File: config.mk
export PLATFORM = sky130hd
export DESIGN_NAME = commit_ctrl
export DESIGN_NICKNAME = d
export VERILOG_FILES = /design/src/rtl/commit_ctrl.sv
export SDC_FILE = /design/constraint.sdc
export NUM_CORES = 1
export LEC_CHECK = 0
export BUFFER_PORTS_ARGS = -buffer_cell sky130_fd_sc_hd__buf_4
export CAP_MARGIN = 10
export CORE_MARGIN = 1
export CORE_UTILIZATION = 50
export CTS_BUF_LIST = sky130_fd_sc_hd__clkbuf_16
export DETAILED_ROUTE_END_ITERATION = 16
export PLACE_DENSITY_LB_ADDON = 0.3
export RECOVER_POWER = 25
export SETUP_SLACK_MARGIN = 0.1
export SLEW_MARGIN = 20
export SYNTH_ARGS = -nofsm -noshare
export SYNTH_HDL_FRONTEND = slang
export SYNTH_SLANG_ARGS = --single-unit
File: constraint.sdc
create_clock -name clk -period 4.04 [get_ports clk]
set_input_delay 0.808 -clock clk [delete_from_list [all_inputs] [get_ports clk]]
set_output_delay 0.808 -clock clk [all_outputs]
set_load 0.01 [all_outputs]
File: src/rtl/commit_ctrl.sv
// ----------------------------------------------------------------------------
// commit_ctrl
//   In-order retirement sequencer between the RoB head and the architectural
//   register file. It retires REG/BRANCH heads as a one-cycle register-file
//   write. It hands STORE heads to the LSB and waits for completion. A
//   mispredicted branch raises a multi-cycle flush. The EXIT instruction
//   halts the sequencer until reset.
//
//   state      | meaning
//   -----------+-----------------------------------------------------------
//   IDLE       | inspect RoB head, retire/accept when valid and ready
//   STORE_WAIT | store_req held, waiting for store_done from the LSB
//   FLUSH      | flush asserted, down-counter running to terminal count
//   HALT       | exit committed; absorbing until rst
//
// Ports
//   clk, rst          clock, synchronous active-high reset
//   rdy               global enable (0 = every register holds, no pop)
//   head_*            RoB head entry (valid/ready/id/type/rd/value/mispredict/target)
//   head_pop          combinational: RoB removes the head at this edge
//   commit_*          registered one-cycle register-file write (id 0 = none)
//   store_req/_rob_id LSB store request for the head store
//   store_done        LSB completion pulse
//   flush/flush_pc    squash request and refetch pc
//   halted            sticky exit indication
//   commit_count      retired-instruction counter (wraps)
// ----------------------------------------------------------------------------
module commit_ctrl #(
    parameter int ROB_ID_W     = 4,
    parameter int FLUSH_CYCLES = 2
) (
    input  logic                clk,
    input  logic                rst,
    input  logic                rdy,
    input  logic                head_valid,
    input  logic                head_ready,
    input  logic [ROB_ID_W-1:0] head_rob_id,
    input  logic [1:0]          head_type,
    input  logic [4:0]          head_rd,
    input  logic [31:0]         head_value,
    input  logic                head_mispredict,
    input  logic [31:0]         head_target_pc,
    output logic                head_pop,
    output logic [ROB_ID_W-1:0] commit_rob_id,
    output logic [4:0]          commit_rd,
    output logic [31:0]         commit_value,
    output logic                store_req,
    output logic [ROB_ID_W-1:0] store_rob_id,
    input  logic                store_done,
    output logic                flush,
    output logic [31:0]         flush_pc,
    output logic                halted,
    output logic [31:0]         commit_count
);

    localparam logic [1:0] S_IDLE       = 2'd0;
    localparam logic [1:0] S_STORE_WAIT = 2'd1;
    localparam logic [1:0] S_FLUSH      = 2'd2;
    localparam logic [1:0] S_HALT       = 2'd3;

    localparam logic [1:0] T_REG    = 2'd0;
    localparam logic [1:0] T_STORE  = 2'd1;
    localparam logic [1:0] T_BRANCH = 2'd2;
    localparam logic [1:0] T_EXIT   = 2'd3;

    localparam int CNT_W = (FLUSH_CYCLES < 2) ? 1 : $clog2(FLUSH_CYCLES + 1);

    logic [1:0]       state;
    logic [CNT_W-1:0] flush_cnt;
    logic             accept;

    assign accept = (state == S_IDLE) && head_valid && head_ready;

    // Stores are not popped at accept; they pop on the LSB completion pulse.
    always_comb begin
        head_pop = 1'b0;
        if (rdy) begin
            if (accept && (head_type != T_STORE))
                head_pop = 1'b1;
            else if ((state == S_STORE_WAIT) && store_done)
                head_pop = 1'b1;
        end
    end

    always_ff @(posedge clk) begin
        if (rst) begin
            state         <= S_IDLE;
            flush_cnt     <= '0;
            commit_rob_id <= '0;
            commit_rd     <= '0;
            commit_value  <= '0;
            store_req     <= 1'b0;
            store_rob_id  <= '0;
            flush         <= 1'b0;
            flush_pc      <= '0;
            halted        <= 1'b0;
            commit_count  <= '0;
        end else if (rdy) begin
            // The commit pulse lasts one enabled cycle, so it clears here
            // unless a new retirement overwrites it below.
            commit_rob_id <= '0;
            commit_rd     <= '0;
            commit_value  <= '0;

            if (head_pop)
                commit_count <= commit_count + 32'd1;

            case (state)
                S_IDLE: begin
                    if (accept) begin
                        case (head_type)
                            T_REG, T_BRANCH: begin
                                commit_rob_id <= head_rob_id;
                                commit_rd     <= head_rd;
                                // Keep x0 architecturally zero.
                                commit_value  <= (head_rd == 5'd0) ? 32'd0 : head_value;
                                if ((head_type == T_BRANCH) && head_mispredict) begin
                                    flush     <= 1'b1;
                                    flush_pc  <= head_target_pc;
                                    flush_cnt <= CNT_W'(FLUSH_CYCLES);
                                    state     <= S_FLUSH;
                                end
                            end
                            T_STORE: begin
                                store_req    <= 1'b1;
                                store_rob_id <= head_rob_id;
                                state        <= S_STORE_WAIT;
                            end
                            T_EXIT: begin
                                halted <= 1'b1;
                                state  <= S_HALT;
                            end
                            default: ;
                        endcase
                    end
                end
                S_STORE_WAIT: begin
                    if (store_done) begin
                        store_req    <= 1'b0;
                        store_rob_id <= '0;
                        state        <= S_IDLE;
                    end
                end
                S_FLUSH: begin
                    // flush stays high for FLUSH_CYCLES cycles; it drops on
                    // the edge where the counter reaches its terminal count.
                    if (flush_cnt == CNT_W'(1)) begin
                        flush     <= 1'b0;
                        flush_pc  <= '0;
                        flush_cnt <= '0;
                        state     <= S_IDLE;
                    end else begin
                        flush_cnt <= flush_cnt - CNT_W'(1);
                    end
                end
                S_HALT: ;
                default: state <= S_IDLE;
            endcase
        end
    end

endmodule

== Yosys cells after proc, flatten, opt, wreduce, memory -nomap -nowiden ==
Cells that the tools add are included.
Word-level totals
  flip-flop bits (word level): 116
  input bits: 82
Operators by class
  multiplexer cells: 41
  $add $sub $neg: 2
  equal/unequal tests: 14
  reduce and logical (&&, ||, !) cells: 18
Operators with widths (count)
  $mux W32: 8
  $pmux W32 S2: 1
  $add A32 B1 Y32 const B: 1
  $mux W4: 6
  $mux W5: 3
  $mux W2: 7
  $pmux W2 S3: 2
  $reduce_and A6 Y1: 2
  $mux W1: 10
  $reduce_and A5 Y1: 2
  $ne A2 B1 Y1 const B: 4
  $pmux W4 S2: 1
  $eq A2 B1 Y1 const B: 3
  $eq A2 B2 Y1 const B: 3
  $ne A2 B2 Y1 const B: 3
  $logic_and A1 B1 Y1: 5
  $logic_not A5 Y1: 1
  $logic_not A2 Y1: 2
  $pmux W1 S2: 2
  $pmux W2 S2: 1
  $reduce_and A4 Y1: 1
  $reduce_bool A2 Y1: 2
  $ne A3 B3 Y1 const B: 1
  $reduce_bool A3 Y1: 1
  other kinds (3): 3

== Depth between registers and ports, before layout ==
Gate-level depths: netlist (run 1).
  word-level depth: 7
  mapped depth: 10
  depth with buffers taken out: 7

== Worst setup path after synthesis (run 1) ==
Ideal clock, no wire load.
  kind: register to register
  start: register state[0]
  end: register state[0]
  buffers on the path: 1
  arrival: 2206 ps
  setup slack: 1767 ps
  library setup time: 67 ps
  stages on the path, launching flop included: 9
  cells stage by stage: dfxtp_1 -> inv_1 -> ha_1 -> buf_6 -> a21boi_1 -> a211o_1 -> or4b_4 -> or3b_1 -> a21oi_2
Between the ends
  cells in the longest elaborated chain, start to end: 5
RTL lines
  start, declared: RTL line 68  | logic [1:0] state;
  start signal, assigned: RTL line 87  | state <= S_IDLE;
  start signal, assigned: RTL line 121  | state <= S_FLUSH;
  start signal, assigned: RTL line 127  | state <= S_STORE_WAIT;
  $logic_not A2 Y1: RTL line 72, 108
  $logic_and A1 B1 Y1 (2 in a row): RTL line 72  | assign accept = (state == S_IDLE) && head_valid && head_ready;
  $ne A2 B2 Y1 (no source line)
  $reduce_and A6 Y1 (no source line)
Several ways; a longest one is shown, not always the timed one.
A chain may end at the register's enable or synchronous reset.

== Worst setup path in the final report (run 1) ==
  start: register state[0]
  end: output head_pop
Between the ends
  cells in the longest elaborated chain, start to end: 6
RTL lines
  $logic_not A2 Y1: RTL line 72
  $logic_and A1 B1 Y1 (2 in a row): RTL line 72
  $logic_and A1 B1 Y1: RTL line 78  | if (accept && (head_type != T_STORE))
  $mux W1 (*): RTL line 78
  $mux W1 (*): RTL line 77  | if (rdy) begin
  end, declared: RTL line 43  | output logic head_pop,
Every way passes the cells marked *; elsewhere a longest branch is shown, timed or not.

==> metrics.md, run 1 <==
| Metric | Value |
|---|---|
| # hold bufs at CTS | `0` |
| Num ports | `195` |
| VDD IR max | `0.255 mV` |
| Max cap viols | `0` |
| Tot GR Track Use | `0.267` |
| Post-Syn Nets | `626` |
| Worst rel slew slack | `0.341` |
| Root Driver | `clkbuf_16` |
| Antenna cells | `0` |
| Type of the tightest min-delay check | `register to register` |
| Critical path data arrival time | `2060 ps` |
| Ys flop type | `dfxtp_1` |
| Post-CTS setup buffers | `0` |
| Clock skew | `7.65 ps` |
| Final nets | `806` |
| Initial antenna violation count | `0` |
| GP Congestion | `0.846` |
| Actual slew at the worst max-slew pin | `989 ps` |
| Count leader, synth | `dfxtp_1` |
| Static leakage | `2.52 nW` |
| PwrDens | `413 nW/um^2` |
| Total global routing overflow | `0` |
| Unique masters post-synth | `45` |
| TritonCTS clock tree | `built` |
| Routed WL per cell | `15.6 um` |
| Vias | `4,692` |
| Leading cell types by total area after synthesis | `dfxtp_1 49%, a22oi_1 6.5%, nor2_1 6.0%` |
| Post-DP HPWL | `8.95 mm` |
| Setup Crit Path Kind | `register to primary output` |
| Die width | `99.4 um` |
| CP Launch Type | `register` |
| Mapped cell area | `4750 sq um` |
| H-Tree Depth | `4` |
| Worst setup EP type | `primary output` |
| CTS sink cnt | `116` |
| RSZ-0062 raised after global routing | `no` |
| Slew Limit Fails | `0` |
| Post-cts resize count | `0` |
| Drt first pass iters | `4` |
| Synth area leader | `dfxtp_1` |
| Fillers | `748` |
| Reg clk slew, reported paths | `50 ps` |
| Syn Inst Count | `538` |
| Number of global-route vias before repair | `4,540` |
| Clock Latency Late Sink | `400 ps` |
| Ys async rst share | `0` |
| Drt drc | `0` |
| Fraction of layout cells with a size suffix above 1 | `0.241` |
| Row Count | `35` |
| Register area share after synthesis | `0.489` |
| Syn avg cell area | `8.82 sq um` |
| Status | `completed` |
| Placed cell count | `809` |
| Synth top cells by count | `116 x dfxtp_1, 76 x nor2_1, 44 x a21oi_1` |
| Starting density of the core | `0.516` |
| Final period util | `0.711` |
| #FFs+latches synth | `116` |
| Largest net degree at the start of global routing | `117` |
| Non-Filler Instances | `841` |
| Number of synthesized flops with an enable pin | `0` |
| Initial DRC count | `159` |
| Buffers added on ports | `194` |
| Required time of the critical path | `3230 ps` |
| Final WL | `13.1 mm` |
| Final min period | `2870 ps` |
| Die area | `9890 sq um` |
| Fmax | `348 MHz` |
| DRT antenna net count | `0` |
| CTS buffer count | `17` |
| CP max FO | `10` |
| Area grow syn2layout | `38.0%` |
| Fin. Hold Viols | `0` |
| Yosys top cell area share | `0.489` |
| Max clock buf depth | `2` |
| Synth warnings | `0` |
| Core area | `9200 sq um` |
| # setup viols final | `0` |
| Global-route wire length before repair | `21.1 mm` |
| Chip height | `99.4 um` |
| Vias/cell | `5.58` |
| Total negative slack | `0 ps` |
==> per-stage QoR <==
stage	power (mW)	util	hold WS (ps)	setup slack [ps]	instance area [sq um]
6_report	2.70	0.712	450	1170	6550
4_1_cts	2.72	0.733	452	1160	6740
3_5_place_dp	1.40	0.676	443	1120	6220
5_1_grt	2.79	0.712	470	970	6550
3_3_place_gp	1.40	0.676	439	1230	6220
2_1_floorplan	1.30	-	465	1770	4750
==> final timing paths <==
| path | from | end | slack (ps) | depth (start not counted) |
|---|---|---|---|---|
| min reg2reg | flush_pc[1] | flush_pc[1] | 450 | 2 |
| min | flush_pc[1] | flush_pc[1] | 450 | 2 |
| max reg2reg | state[0] | flush_pc[5] | 1270 | 7 |
| max | state[0] | head_pop | 1170 | 5 |
==> state kept, by name, summed over array words and instances (netlist names) <==
register	count
commit_value	32
halted	1
store_req	1
flush_cnt	2
store_rob_id	4
commit_rd	5
flush_pc	32
state	2
commit_count	32
commit_rob_id	4
flush	1
==> cell usage in the layout, fill, tap and decap left out, types with 7 or more instances in the layout <==
cell type,instances
nand2_1,43
dfxtp_1,116
clkinv_2,7
clkbuf_1,56
xnor2_1,23
nor4_1,10
nor3_1,8
nand3b_1,37
nand3_1,11
inv_1,15
clkbuf_16,17
a21oi_1,44
nor2_1,76
nand4_1,11
buf_4,140
a22oi_1,41
==> metal layers <==
layer	track usage	wire, um	up-vias
met1	0.294	5190	2209
met2	0.463	6570	184
met5	0	0	-
li1	-	-	2264
met3	0.0850	869	35
met4	0.132	452	0
==> where the power goes <==
group	leakage, nW	switching, mW	internal, mW
clock network	0.264	0.505	0.823
registers	0.936	0.0117	1.16
logic	1.32	0.100	0.0987
==> worst max-delay path, stage by stage, from the launching register on <==
cell     delay, ps
dfxtp_1        340
inv_1           90
ha_1           390
and4_1         340
a32o_1         330
buf_4          180
==> cell type report <==
cell class,count,area (sq um),share of cell area
Clock buffer,17,425,0.0650
Clock inverter,14,98.8,0.0151
Inverter,13,48.8,0.00745
Multi-Input combinational cell,372,2230,0.341
Sequential cell,116,2320,0.355
Tap cell,111,139,0.0212
Timing Repair Buffer,198,1280,0.196
==> cell families after synthesis <==
logic type,count (synthesis),share of synthesized area
AND/OR/NAND/NOR,226,0.247
multiplexers,4,0.00844
AO/OA/AOI/OAI,111,0.152
buffers and inverters,50,0.0411
XOR/XNOR,25,0.0461
flip-flops,116,0.489
adder cells (fa/ha/maj),6,0.0158
(Power assumes the default switching activity.)
==> inputs of run 2 (changes only) <==
Settings changed: ABC_AREA from default to 1, CORE_UTILIZATION 50 to 49.
Clock period 4.04 ns to 2.9 ns, I/O delays scaled along.
==> metrics.md, run 2 <==
| Metric | Value |
|---|---|
| Clock skew | `8.16 ps (was 7.65 ps)` |
| Syn Inst Count | `713 (was 538)` |
| Syn avg cell area | `6.98 sq um (was 8.82 sq um)` |
| Number of synthesized flops with an enable pin | `0 (unchanged)` |
| Antenna cells | `0 (unchanged)` |
| Ys async rst share | `0 (unchanged)` |
| Post-Syn Nets | `801 (was 626)` |
| Post-cts resize count | `0 (unchanged)` |
| Row Count | `36 (was 35)` |
| Global-route wire length before repair | `21.3 mm (was 21.1 mm)` |
| Post-CTS setup buffers | `0 (unchanged)` |
| CTS sink cnt | `116 (unchanged)` |
| Die width | `103 um (was 99.4 um)` |
| Placed cell count | `1,010 (was 809)` |
| Max clock buf depth | `2 (unchanged)` |
| Register area share after synthesis | `0.466 (was 0.489)` |
| Unique masters post-synth | `26 (was 45)` |
| RSZ-0062 raised after global routing | `no (unchanged)` |
| Tot GR Track Use | `0.258 (was 0.267)` |
| Final nets | `984 (was 806)` |
| Num ports | `195 (unchanged)` |
| Synth warnings | `0 (unchanged)` |
| Die area | `10,600 sq um (was 9890 sq um)` |
| Total negative slack | `0 ps (unchanged)` |
| Commonest cells after routing, fill and taps aside | `220 x nand2_1, 141 x buf_4, 116 x dfxtp_1 (was 140 x buf_4, 116 x dfxtp_1, 76 x nor2_1)` |
| Area grow syn2layout | `39.0% (was 38.0%)` |
| Clock Latency Late Sink | `410 ps (was 400 ps)` |
| Buffers added on ports | `194 (unchanged)` |
| Setup Crit Path Kind | `register to primary output (unchanged)` |
| Final period util | `0.863` |
| Root Driver | `clkbuf_16 (unchanged)` |
| Max cap viols | `0 (unchanged)` |
| DRT antenna net count | `0 (unchanged)` |
| Slew Limit Fails | `0 (unchanged)` |
| Final WL | `13.9 mm (was 13.1 mm)` |
| # setup viols final | `0 (unchanged)` |
| Grt met3 use | `0.0841 (was 0.0850)` |
| Critical path data arrival time | `1920 ps (was 2060 ps)` |
| Slowest cell delay on critical path | `330 ps (was 390 ps)` |
| Initial DRC count | `254 (was 159)` |
| VDD IR max | `0.400 mV (was 0.255 mV)` |
| Starting density of the core | `0.507 (was 0.516)` |
| Type of the tightest min-delay check | `input port to register (was register to register)` |
| Actual slew at the worst max-slew pin | `1300 ps (was 989 ps)` |
| Ys flop type | `dfxtp_1 (unchanged)` |
| Non-Filler Instances | `1,042 (was 841)` |
| Total global routing overflow | `0 (unchanged)` |
| Static leakage | `2.82 nW (was 2.52 nW)` |
| Fmax | `400 MHz` |
| Leading cell types by total area after synthesis | `dfxtp_1 47%, nand2_1 17%, a21oi_1 9.8% (was dfxtp_1 49%, a22oi_1 6.5%, nor2_1 6.0%)` |
| Worst setup EP type | `primary output (unchanged)` |
| CP Launch Type | `register (unchanged)` |
| Drt drc | `0 (unchanged)` |
| Fraction of layout cells with a size suffix above 1 | `0.206 (was 0.241)` |
| Vias | `5,321 (was 4,692)` |
| Mapped cell area | `4980 sq um (was 4750 sq um)` |
| CP delay by family, top | `simple AND/OR/NAND/NOR gates (was adder cells)` |
| Post-DP HPWL | `9.60 mm (was 8.95 mm)` |
| Initial antenna violation count | `0 (unchanged)` |
| Chip height | `103 um (was 99.4 um)` |
| Count leader, synth | `nand2_1 (was dfxtp_1)` |
| Core area | `9820 sq um (was 9200 sq um)` |
| Vias/cell | `5.11 (was 5.58)` |
| Final min period | `2500 ps` |
| Top flop regs | `commit_count (32), commit_value (32), flush_pc (32) (unchanged)` |
| Fin. Hold Viols | `0 (unchanged)` |
| Drt first pass iters | `4 (unchanged)` |
| CP max FO | `14 (was 10)` |
| Number of global-route vias before repair | `4,739 (was 4,540)` |
| TritonCTS clock tree | `built (unchanged)` |
| Top Usage Layer GRT | `met2 (unchanged)` |
| Crit path cell chain | `inv_1 > ha_1 > nand2_1 > nor2_2 > nand2_1 > nand2_2 > buf_4 (was inv_1 > ha_1 > and4_1 > a32o_1 > buf_4)` |
| Worst rel slew slack | `0.136 (was 0.341)` |
| WP buf/inv | `2 (unchanged)` |
| Cell mode on critical path | `nand2_1` |
| Status | `completed (unchanged)` |
| #FFs+latches synth | `116 (unchanged)` |
| Required time of the critical path | `2320 ps (was 3230 ps)` |
| M1 GR Usage | `0.297 (was 0.294)` |
| Commonest non-fill, non-tap cell in the layout | `nand2_1 (was buf_4)` |
| Met2 usage | `0.434 (was 0.463)` |
| Slowest-stage cell, CP | `dfxtp_1 (was ha_1)` |
| Routed WL per cell | `13.4 um (was 15.6 um)` |
| Synth area leader | `dfxtp_1 (unchanged)` |
| Reg clk slew, reported paths | `60 ps (was 50 ps)` |
| Yosys top cell area share | `0.466 (was 0.489)` |
| Synth top cells by count | `221 x nand2_1, 116 x dfxtp_1, 98 x a21oi_1 (was 116 x dfxtp_1, 76 x nor2_1, 44 x a21oi_1)` |
| GP Congestion | `0.918 (was 0.846)` |
| Largest net degree at the start of global routing | `67 (was 117)` |
| CTS buffer count | `17 (unchanged)` |
| H-Tree Depth | `4 (unchanged)` |
| # hold bufs at CTS | `0 (unchanged)` |
| PwrDens | `625 nW/um^2 (was 413 nW/um^2)` |
==> run 2: cell types whose count changed after synthesis, moves of 10 or more <==
cell,change
a21oi_1,+54
clkbuf_1,-17
xnor2_1,-23
nor4_1,-10
nand2_1,+178
nand3_1,+48
a22oi_1,-41
nand3b_1,-36
inv_1,+38
==> run 2: kinds of logic after synthesis <==
family,synth area share
AND/OR/NAND/NOR,0.331
flip-flops,0.466
AO/OA/AOI/OAI,0.114
buffers and inverters,0.0734
adder cells (fa/ha/maj),0.0151
==> run 2: report_power, final <==
part	internal, mW	switching, mW
registers	1.63	0.0223
clock network	1.60	0.733
logic	0.146	0.190
total	3.38	0.946
==> run 2: stage by stage <==
step	total power, mW	cell area (sq um)	setup slack, ps	util	hold WS (ps)
global placement	2.02	6470	697	0.659	441
global route	4.48	6920	262	0.705	420
floorplan	1.87	4980	1120	-	474
finish	4.32	6920	399	0.705	426
CTS	4.36	7130	383	0.726	421
detailed placement	2.04	6470	549	0.659	456
==> run 2: cell type report <==
class	instances	area, sq um
Fill cell	837	2900
Clock buffer	17	425
Inverter	54	203
Multi-Input combinational cell	509	2290
Clock inverter	15	238
Timing Repair Buffer	198	1270
Tap cell	133	166
Sequential cell	116	2320
==> run 2: final timing paths <==
path | slack, ps | startpoint | cells past startpoint | endpoint
setup reg to reg | 630 | state[0] | 12 | commit_count[23]
hold / removal | 430 | head_target_pc[23] | 3 | flush_pc[23]
hold reg to reg | 460 | halted | 2 | halted
setup / recovery | 400 | state[0] | 7 | head_pop
==> run 2: per-layer routing <==
metal,up-vias,part of all wire
li1,2665,-
met1,2394,0.41
met2,228,0.48
met3,34,0.080
met4,0,0.030
met5,-,0
==> run 2: worst register-to-register path, cell delays in order (launching register included) <==
cell and delay, ps:
dfxtp_1 330, inv_1 90, ha_1 330, nand2_1 110, nor2_2 150, nand2_1 80
nand2_2 230, buf_4 310, nand2_1 150, nor2_1 170, nand3_1 90, nand2_1 60
nor2_1 50
==> inputs of run 3 (changes only) <==
Settings changed: CORE_UTILIZATION 49 to 50.
Clock period 2.9 ns to 3 ns, I/O delays scaled along.
==> metrics.md, run 3 (synthesis results as in run 2) <==
| Metric | Value |
|---|---|
| Status | `completed (unchanged)` |
| Max cap viols | `0 (unchanged)` |
| Fin. Hold Viols | `0 (unchanged)` |
| Row Count | `36 (unchanged)` |
| Num ports | `195 (unchanged)` |
| Logic pwr share | `0.080 (was 0.078)` |
| Max clock buf depth | `2 (unchanged)` |
| Switching Share | `0.218 (was 0.219)` |
| Type of the tightest min-delay check | `input port to register (unchanged)` |
| R2R Setup Slk | `680 ps (was 630 ps)` |
| PwrDens | `588 nW/um^2 (was 625 nW/um^2)` |
| Commonest cells after routing, fill and taps aside | `221 x nand2_1, 142 x buf_4, 116 x dfxtp_1 (was 220 x nand2_1, 141 x buf_4, 116 x dfxtp_1)` |
| H-Tree Depth | `4 (unchanged)` |
| Required time of the critical path | `2400 ps (was 2320 ps)` |
| Post-route cell area | `6880 sq um (was 6920 sq um)` |
| Vias/cell | `5.18 (was 5.11)` |
| Initial antenna violation count | `0 (unchanged)` |
| Fraction of layout cells with a size suffix above 1 | `0.199 (was 0.206)` |
| Drt drc | `0 (unchanged)` |
| Root Driver | `clkbuf_16 (unchanged)` |
| Core area | `9730 sq um (was 9820 sq um)` |
| Fin worst setup slack | `491 ps (was 399 ps)` |
| Psw | `0.881 mW (was 0.946 mW)` |
| Chip height | `102 um (was 103 um)` |
| Top flop regs | `commit_count (32), commit_value (32), flush_pc (32) (unchanged)` |
| Number of global-route vias before repair | `4,896 (was 4,739)` |
| Seq pwr share | `0.395 (was 0.383)` |
| CTS sink cnt | `116 (unchanged)` |
| Clock power share | `0.524 (was 0.540)` |
| Die area | `10,400 sq um (was 10,600 sq um)` |
| # setup viols final | `0 (unchanged)` |
| Tot GR Track Use | `0.261 (was 0.258)` |
| Slew Limit Fails | `0 (unchanged)` |
| Post-cts resize count | `0 (unchanged)` |
| Post-CTS setup buffers | `0 (unchanged)` |
| Pint | `3.17 mW (was 3.38 mW)` |
| # hold bufs at CTS | `0 (unchanged)` |
| Area grow syn2layout | `38.1% (was 39.0%)` |
| Global-route wire length before repair | `21.5 mm (was 21.3 mm)` |
| VDD IR max | `0.421 mV (was 0.400 mV)` |
| Final nets | `984 (unchanged)` |
| Largest net degree at the start of global routing | `52 (was 67)` |
| Fillers | `861 (was 837)` |
| Drt first pass iters | `6 (was 4)` |
| CP Launch Type | `register (unchanged)` |
| Initial DRC count | `225 (was 254)` |
| RSZ-0062 raised after global routing | `no (unchanged)` |
| Final WL | `14.1 mm (was 13.9 mm)` |
| CP max FO | `9 (was 14)` |
| Pre-CTS setup slack | `655 ps (was 549 ps)` |
| Final period util | `0.836` |
| Fmax | `399 MHz` |
| CTS buffer count | `17 (unchanged)` |
| Setup Crit Path Kind | `register to primary output (unchanged)` |
| Final min period | `2510 ps` |
| Worst setup EP type | `primary output (unchanged)` |
| Actual slew at the worst max-slew pin | `1050 ps (was 1300 ps)` |
| TritonCTS clock tree | `built (unchanged)` |
| Total negative slack | `0 ps (unchanged)` |
| Commonest non-fill, non-tap cell in the layout | `nand2_1 (unchanged)` |
| Routed WL per cell | `13.5 um (was 13.4 um)` |
| Critical path data arrival time | `1910 ps (was 1920 ps)` |
| Clock skew | `5.69 ps (was 8.16 ps)` |
| Total global routing overflow | `0 (unchanged)` |
| Buffers added on ports | `194 (unchanged)` |
| Area post-placement | `6470 sq um (unchanged)` |
| Reg clk slew, reported paths | `50 ps (was 60 ps)` |
| Die width | `102 um (was 103 um)` |
| Antenna cells | `0 (unchanged)` |
| Worst rel slew slack | `0.295 (was 0.136)` |
| Vias | `5,401 (was 5,321)` |
| Starting density of the core | `0.512 (was 0.507)` |
| GP Congestion | `0.914 (was 0.918)` |
| Clock Latency Late Sink | `400 ps (was 410 ps)` |
| DRT antenna net count | `0 (unchanged)` |
| Static leakage | `2.81 nW (was 2.82 nW)` |
| Post-DP HPWL | `9.72 mm (was 9.60 mm)` |
| Hold WS | `460 ps (was 426 ps)` |
[run 3: metal layers]
| layer | vias to the layer above | share of wire | global-route usage | routed length, um |
|---|---|---|---|---|
| met5 | - | 0 | 0 | 0 |
| met4 | 0 | 0.017 | 0.111 | 244 |
| met3 | 20 | 0.076 | 0.0683 | 1070 |
| met2 | 222 | 0.50 | 0.453 | 7060 |
| met1 | 2494 | 0.41 | 0.303 | 5720 |
| li1 | 2665 | - | - | - |
[run 3: power by group through the flow]
stage                     Clock [mW]  Combinational [mW]  Sequential [mW]
final                           2.12               0.325             1.60
after global routing            2.22               0.358             1.60
after CTS                       2.15               0.341             1.60
after detailed placement           0               0.337             1.63
after global placement             0               0.329             1.63
after floorplan                    0               0.161             1.64
[run 3: final timing paths]
kind	startpoint	to	cells past startpoint
setup / recovery	state[0]	head_pop	7
hold / removal	head_target_pc[25]	flush_pc[25]	3
setup reg to reg	state[0]	commit_value[5]	9
hold reg to reg	flush	flush	2
[run 3: per-stage QoR]
step	utilization	total power, mW	std cells
final	0.707	4.05	1042
after global routing	0.707	4.18	1042
after CTS	0.729	4.09	1042
after detailed placement	0.665	1.97	1010
after global placement	0.665	1.96	1010
after floorplan	-	1.80	713
[run 3: area by class of cell]
| type | count | area, sq um | area share |
|---|---|---|---|
| clock buffer | 17 | 425 | 0.0619 |
| clock inverter | 15 | 195 | 0.0284 |
| inverter | 54 | 203 | 0.0295 |
| multi-input combinational | 509 | 2290 | 0.333 |
| sequential | 116 | 2320 | 0.338 |
| tap | 133 | 166 | 0.0242 |
| timing repair buffer | 198 | 1280 | 0.186 |
[run 3: worst max-delay path, cell delays in order, from the launching register on]
cell	delay, ps
dfxtp_1	340
inv_1	90
ha_1	350
nand2_1	90
nor2_1	200
nand2_1	90
nand2_2	190
buf_4	160
